**config.mk**
```make
export PLATFORM = sky130hd
export DESIGN_NAME = hazard_unit
export DESIGN_NICKNAME = d
export VERILOG_FILES = /design/src/rtl/hazard_unit_pkg.sv /design/src/rtl/hazard_unit_md_handshake.sv /design/src/rtl/hazard_unit.sv
export SDC_FILE = /design/constraint.sdc
export NUM_CORES = 1
export LEC_CHECK = 0
export CAP_MARGIN = 40
export CORE_MARGIN = 10
export CORE_UTILIZATION = 49
export CTS_CLUSTER_DIAMETER = 50
export DETAILED_ROUTE_END_ITERATION = 12
export PLACE_DENSITY = 0.85
export SYNTH_ARGS = -nofsm -noshare
export SYNTH_HDL_FRONTEND = slang
export SYNTH_SLANG_ARGS = --single-unit
```
**constraint.sdc**
```tcl
create_clock -name clk -period 6.1 [get_ports clk]
set_input_delay 0.915 -clock clk [delete_from_list [all_inputs] [get_ports clk]]
set_output_delay 0.915 -clock clk [all_outputs]
set_load 0.05 [all_outputs]
```
**src/rtl/hazard_unit_pkg.sv**
```systemverilog
// Shared encodings for the hazard unit: forward-select codes and mult/div
// handshake FSM states.
package hazard_unit_pkg;

  localparam logic [1:0] FWD_RF = 2'b00;
  localparam logic [1:0] FWD_W  = 2'b01;
  localparam logic [1:0] FWD_M  = 2'b10;

  localparam logic [0:0] MD_IDLE = 1'b0;
  localparam logic [0:0] MD_BUSY = 1'b1;

endpackage

```
**src/rtl/hazard_unit_md_handshake.sv**
```systemverilog
// Start/done handshake with the multi-cycle mult/div unit. A done pulse that
// lands during a memory freeze is held in donePend until the freeze lifts.
module md_handshake
  import hazard_unit_pkg::*;
(
  input  logic clk,
  input  logic rst,
  input  logic mdopE,
  input  logic md_done,
  input  logic frozen,
  output logic mdstall,
  output logic md_start,
  output logic md_busy
);

  logic [0:0] state;
  logic       donePend;
  logic       mdRelease;

  assign mdRelease = md_done || donePend;
  assign md_busy   = (state == MD_BUSY);
  assign mdstall   = ((state == MD_IDLE) && mdopE) ||
                     ((state == MD_BUSY) && !mdRelease);
  assign md_start  = !rst && !frozen && (state == MD_IDLE) && mdopE;

  always_ff @(posedge clk) begin
    if (rst) begin
      state    <= MD_IDLE;
      donePend <= 1'b0;
    end else if (state == MD_IDLE) begin
      // done in IDLE is a protocol error and is dropped
      if (mdopE && !frozen) state <= MD_BUSY;
    end else begin
      if (!frozen && mdRelease) begin
        state    <= MD_IDLE;
        donePend <= 1'b0;
      end else if (md_done) begin
        donePend <= 1'b1;
      end
    end
  end

endmodule

```
**src/rtl/hazard_unit.sv**
```systemverilog
// Hazard/interlock unit for the 5-stage MIPS pipeline: forwarding selects,
// load-use/branch/mult-div interlocks, memory-wait freeze and stall counter.
module hazard_unit
  import hazard_unit_pkg::*;
#(
  parameter int CNT_W = 32,
  parameter int REG_W = 5
) (
  input  logic             clk,
  input  logic             rst,
  input  logic [REG_W-1:0] rsD,
  input  logic [REG_W-1:0] rtD,
  input  logic [REG_W-1:0] rsE,
  input  logic [REG_W-1:0] rtE,
  input  logic [REG_W-1:0] writeregE,
  input  logic [REG_W-1:0] writeregM,
  input  logic [REG_W-1:0] writeregW,
  input  logic             regwriteE,
  input  logic             regwriteM,
  input  logic             regwriteW,
  input  logic             memtoregE,
  input  logic             memtoregM,
  input  logic             branchD,
  input  logic             mdopE,
  input  logic             md_done,
  input  logic             mem_stallM,
  output logic             forwardaD,
  output logic             forwardbD,
  output logic [1:0]       forwardaE,
  output logic [1:0]       forwardbE,
  output logic             stallF,
  output logic             stallD,
  output logic             stallE,
  output logic             stallM,
  output logic             flushE,
  output logic             flushM,
  output logic             md_start,
  output logic             md_busy,
  output logic [CNT_W-1:0] stall_cnt
);

  // Register 0 is hardwired, so it never produces a dependency.
  function automatic logic hits(input logic [REG_W-1:0] dst,
                                input logic [REG_W-1:0] src);
    return (dst == src) && (src != '0);
  endfunction

  logic lwstall;
  logic brstall;
  logic mdstall;

  md_handshake uMd (
    .clk      (clk),
    .rst      (rst),
    .mdopE    (mdopE),
    .md_done  (md_done),
    .frozen   (mem_stallM),
    .mdstall  (mdstall),
    .md_start (md_start),
    .md_busy  (md_busy)
  );

  always_comb begin
    forwardaE = FWD_RF;
    if (regwriteM && hits(writeregM, rsE))      forwardaE = FWD_M;
    else if (regwriteW && hits(writeregW, rsE)) forwardaE = FWD_W;

    forwardbE = FWD_RF;
    if (regwriteM && hits(writeregM, rtE))      forwardbE = FWD_M;
    else if (regwriteW && hits(writeregW, rtE)) forwardbE = FWD_W;
  end

  assign forwardaD = regwriteM && hits(writeregM, rsD);
  assign forwardbD = regwriteM && hits(writeregM, rtD);

  assign lwstall = memtoregE && (hits(rtE, rsD) || hits(rtE, rtD));
  assign brstall = branchD &&
                   ((regwriteE && (hits(writeregE, rsD) || hits(writeregE, rtD))) ||
                    (memtoregM && (hits(writeregM, rsD) || hits(writeregM, rtD))));

  always_comb begin
    stallF = 1'b0;
    stallD = 1'b0;
    stallE = 1'b0;
    stallM = 1'b0;
    flushE = 1'b0;
    flushM = 1'b0;
    if (mem_stallM) begin
      stallF = 1'b1;
      stallD = 1'b1;
      stallE = 1'b1;
      stallM = 1'b1;
    end else begin
      stallF = lwstall || brstall || mdstall;
      stallD = stallF;
      stallE = mdstall;
      flushE = (lwstall || brstall) && !mdstall;
      flushM = mdstall;
    end
  end

  always_ff @(posedge clk) begin
    if (rst) begin
      stall_cnt <= '0;
    end else if (stallF && (stall_cnt != '1)) begin
      stall_cnt <= stall_cnt + CNT_W'(1);
    end
  end

endmodule

```
==> impl_metrics.ini, run 1 <==
[power_and_ir_drop]
p_seq_share_pct = 43.4
peakVddDrop_mv = 0.0887
swShare_pct = 30.5
power.switching_uw = 160
comb_power_share_pct = 26.0
p_leak_nw = 1.14
p_int_uw = 365
power.density_mw_per_mm2 = 149
clkPwrFrac_pct = 30.6

[floorplanning]
ioPinCount = 92
fp.dieW_um = 91.7
die_h_um = 91.7
die_area_mm2 = 0.00841
core-area_mm2 = 0.00504
num_rows = 26
start_util_pct = 50.0

[route]
drt_iter0_markers = 240
vias_per_cell = 5.80
vias = 2702
drt_wl_total_um = 7700
route.detailed.drc = 0
drt-wirelength-per-cell_um = 16.5
ant_nets = 0
drt-pass1-iter-count = 6

[timing]
hold_viol = 0
worstMarginPinSlew_ps = 568
min_period_over_period_pct = 74.2
fin_crit_ps = 4530
setup_tns_ps = 0
finalSetupViolations = 0
slew_headroom_pct = 62.0
rsz0062_at_grt = false
max_freq_ghz = 0.221
slew_viol_final = 0
fin_skew_ps = 5.44

[logic_synthesis]
syn_area_mm2 = 0.00252
ys_types = 41
syn_nets = 367
synth_edf_count = 0
synth_area_per_cell_um2 = 7.88
synth_ff_type = dfxtp_1
synth.area.top_cells = dfxtp_1 (27%), xnor2_1 (12%), a21oi_1 (5.8%)
yosysTopAreaCell = dfxtp_1
synth-seq-area-share_pct = 27.0
async_flop_share_pct = 0
yosysWarnings = 0
ys_seq_elements = 34
postSynthCellCount = 320
post-synth-top-area-fraction_pct = 27.0

[placement]
io_buffers = 91
hpwlAfterDp_um = 6020
place.gp.congestion = 0.901
placed_area_mm2 = 0.00343
placedCellCount = 459

[run_status]
outcome = finished clean

[clock_tree]
ctsResizeCount = 0
clk_latency_ps = 290
clkSinkCount = 34
htree_num_levels = 2
clk_path_buf_depth = 2
cts_root_buf = clkbuf_8
path_clk_slew_ps = 70
cts_setup_buffers = 0
cts_tree = done
ctsHoldBuffers = 0
numCtsBuffers = 5

[global_route]
grt_first_pass_wirelength_um = 12500
grt_usage_pct = 17.3
first_global_vias = 2636
grt-ovfl-total = 0
antenna_found_initial = 0
grt_max_degree = 61

[cells_and_area]
num_antenna_cells = 0
num-nets-final = 443
area_growth_pct = 39.3
fin_cells = 466
stdcell_area_mm2 = 0.00351
layout-drive-gt1-share_pct = 4.80
fill_cells = 403

[flow_run]
drv_cap = 0

[setup_path]
critPathArrivalTime_ps = 3610
r2r_slack_ps = 3110
crit_path_max_fanout = 4
crit_required_ps = 5180
critPathCaptureType = output pin
start_kind = primary input
critical_path_class = in -> out

[worst_hold_path]
hold_path_class = reg -> reg
## power groups by stage
stage / Clock, mW / Combinational (mW) / Sequential, mW
floorplan: 0 / 0.0708 / 0.240
CTS: 0.160 / 0.137 / 0.228
detailed placement: 0 / 0.137 / 0.233
finish: 0.161 / 0.136 / 0.228
global route: 0.169 / 0.146 / 0.228
global placement: 0 / 0.136 / 0.233
## worst max-delay path: stages
cell and delay, ps:
clkdlybuf4s50_1 510, or4_1 580, nor2_2 140, nor4_1 80, o211ai_1 230, nor4bb_4 350, inv_1 90, clkdlybuf4s50_1 720
## state kept, by name, indices dropped and copies added, names as in the netlist
name	cells
stall_cnt	32
uMd.donePend	1
uMd.md_busy	1
## layer usage
layer  global-route usage, %  up-vias  wire, um
met5                       0        -         0
met4                    3.60        0        99
met3                    7.42        8       782
met2                    30.3      115      3720
met1                    19.1     1250      3100
li1                        -     1329         -
## cells by family (layout without fill, tap and decap cells)
group	count (synthesis)	in the layout	share of synthesized area, %
compound gates	66	66	15.0
xor+xnor	50	50	17.4
fa+ha+maj	1	1	0.496
buf+inv	28	104	5.36
flops	34	34	27.0
mux	5	5	2.78
simple gates	136	136	32.0
## metrics by stage
step                util (%)  hold slack (ps)  power [mW]  worst slack, ps
finish                  69.7              497       0.525             1570
global route            69.7              527       0.543             1380
CTS                     69.7              498       0.525             1570
detailed placement      68.1              487       0.369             1570
global placement        68.1              478       0.369             1610
floorplan                  -              484       0.311             1510
## placed cells by master (no fill, tap or decap), types with 13 or more instances in the layout
| cell type | Yosys | final |
|---|---|---|
| a21oi_1 | 29 | 29 |
| nor2_1 | 17 | 17 |
| xor2_1 | 16 | 16 |
| nand3_1 | 17 | 17 |
| nand4_1 | 15 | 15 |
| nand2_1 | 13 | 13 |
| clkdlybuf4s50_1 | 0 | 91 |
| or4_1 | 14 | 14 |
| xnor2_1 | 34 | 34 |
| dfxtp_1 | 34 | 34 |
| o21ai_0 | 20 | 20 |
| or3_1 | 18 | 18 |
## cell usage after synthesis, types with 10 or more instances
cell type and instances:
or3_1 18, xor2_1 16, a21oi_1 29, o21ai_0 20
dfxtp_1 34, nor4_1 11, clkbuf_1 13, nand3_1 17
nand2_1 13, nor2_1 17, xnor2_1 34, nand4_1 15
o31ai_1 10, or4_1 14
## area by class of cell
cell class	instances	area, um2	share of cell area [%]
Clock buffer	5	68.8	1.96
Multi-Input combinational cell	258	1720	49.0
Tap cell	70	87.6	2.49
Sequential cell	34	681	19.4
Timing Repair Buffer	94	933	26.6
Clock inverter	2	10.0	0.285
Inverter	3	11.3	0.321
## final timing paths
kind / end / start / cells after the start
setup / recovery: stallD / rsD[1] / 8
hold / removal: stall_cnt[26] / stall_cnt[26] / 2
setup reg to reg: stall_cnt[7] / stall_cnt[6] / 7
hold reg to reg: stall_cnt[26] / stall_cnt[26] / 2
Power figures use the tool's default switching activity.
==> inputs of run 2 (changes only) <==
Settings changed: CORE_UTILIZATION 49 to 41, PLACE_DENSITY 0.85 to 0.76.
Clock period 6.1 ns to 3.86 ns, I/O delays scaled along.
==> run 2 against run 1 <==
  * Cell area increased by 0.64%
  * Die area is 15% higher
  * Hold slack hardly changed
  * Global-route usage fell by 2.0 points
  * Non-clock buffer count rose by 1
  * Clock skew increased by 1.1 ps
  * Sequential power is 58% higher
==> impl_metrics.ini, run 2 (synthesized netlist as in run 1, its figures left out) <==
[run_status]
outcome = finished clean

[power_and_ir_drop]
clkPwrFrac_pct = 32.6
p_leak_nw = 1.15
p_seq_share_pct = 42.1
p_int_uw = 599
total_power_uw = 856
peakVddDrop_mv = 0.176
power.switching_uw = 257
comb_power_share_pct = 25.3
power.density_mw_per_mm2 = 242
swShare_pct = 30.0

[setup_path]
crit_path_max_fanout = 4
start_kind = primary input
critPathArrivalTime_ps = 3080
critPathCaptureType = output pin
crit_required_ps = 3280
critical_path_class = in -> out

[cells_and_area]
largest_register_ffs = 32
post-route-util_pct = 59.3
num-nets-final = 444
layout-drive-gt1-share_pct = 6.28
regMostFlops = stall_cnt
mostFrequentLayoutCells = clkdlybuf4s50_1 (87), xnor2_1 (34), dfxtp_1 (34)
stdcell_area_mm2 = 0.00353
num_antenna_cells = 0
area_growth_pct = 40.2
fin_cells = 473
layout_commonest_cell = clkdlybuf4s50_1

[clock_tree]
cts_root_buf = clkbuf_8
clk_latency_ps = 290
cts_tree = done
clk_path_buf_depth = 2
clkSinkCount = 34
cts_setup_buffers = 0
numCtsBuffers = 5
path_clk_slew_ps = 70
htree_num_levels = 2
ctsResizeCount = 0
ctsHoldBuffers = 0

[floorplanning]
core-area_mm2 = 0.00596
fp.dieW_um = 98.4
start_util_pct = 42.3
die_area_mm2 = 0.00969
num_rows = 28
die_h_um = 98.4
ioPinCount = 92

[timing]
finalSetupViolations = 0
worstMarginPinSlew_ps = 541
slew_headroom_pct = 63.8
worst_hold_slack_ps = 497
setup_slack_ps = 197
max_freq_ghz = 0.273
rsz0062_at_grt = false
fin_crit_ps = 3660
slew_viol_final = 0
fin_skew_ps = 6.56
hold_viol = 0
min_period_over_period_pct = 94.9
setup_tns_ps = 0

[flow_run]
drv_cap = 0

[global_route]
grt_max_degree = 61
antenna_found_initial = 0
grt-ovfl-total = 0
grt_usage_pct = 15.3
grt_first_pass_wirelength_um = 12800
first_global_vias = 2648

[placement]
place_ws_ps = 207
io_buffers = 91
place.gp.congestion = 1.08
hpwlAfterDp_um = 6010
placedCellCount = 465
placed_area_mm2 = 0.00344

[route]
vias_per_cell = 5.68
drt-pass1-iter-count = 4
route.detailed.drc = 0
drt-wirelength-per-cell_um = 16.5
drt_wl_total_um = 7820
drt_iter0_markers = 123
vias = 2685
ant_nets = 0

[worst_hold_path]
hold_path_class = reg -> reg
-- run 2: worst max-delay path, cell delays in order --
cell,delay (ps)
clkdlybuf4s50_1,500
or4_1,560
nor2_1,190
nor4_1,100
o211ai_1,210
nand2_1,80
nor2_1,100
nor2_1,50
clkdlybuf4s50_1,710
-- run 2: layout make-up --
cell class	count	area (um2)
well taps	75	93.8
clock inverters	1	5.00
clock buffers	7	86.3
repair buffers	95	931
multi-input cells	258	1730
inverters	3	11.3
fillers	558	2420
flip-flops and latches	34	681
-- run 2: worst paths after layout --
check	to	startpoint	cells after the start	slack, ps
worst max-delay path	flushE	rtD[1]	9	200
worst min-delay path	stall_cnt[26]	stall_cnt[26]	2	500
worst max register to register	stall_cnt[24]	stall_cnt[7]	5	1430
worst min register to register	stall_cnt[26]	stall_cnt[26]	2	500
-- run 2: power by group through the flow --
| stage | sequential [mW] | combinational (mW) | clock (mW) |
|---|---|---|---|
| after global routing | 0.361 | 0.233 | 0.302 |
| final | 0.360 | 0.217 | 0.279 |
| after floorplan | 0.380 | 0.113 | 0 |
| after global placement | 0.368 | 0.213 | 0 |
| after detailed placement | 0.368 | 0.216 | 0 |
| after CTS | 0.360 | 0.217 | 0.286 |
-- run 2: layer usage --
layer | part of all wire (%) | GRT usage, % | vias up
met2 | 47 | 25.5 | 102
met1 | 41 | 17.2 | 1245
met5 | 0 | 0 | -
met4 | 0.72 | 3.42 | 0
met3 | 11 | 7.68 | 5
li1 | - | - | 1333
==> inputs of run 3 (changes only) <==
Settings changed: SKIP_LAST_GASP set to 1.
==> results of run 3 <==
Same layout as run 2: the final DEF is identical, and so are final timing and power.
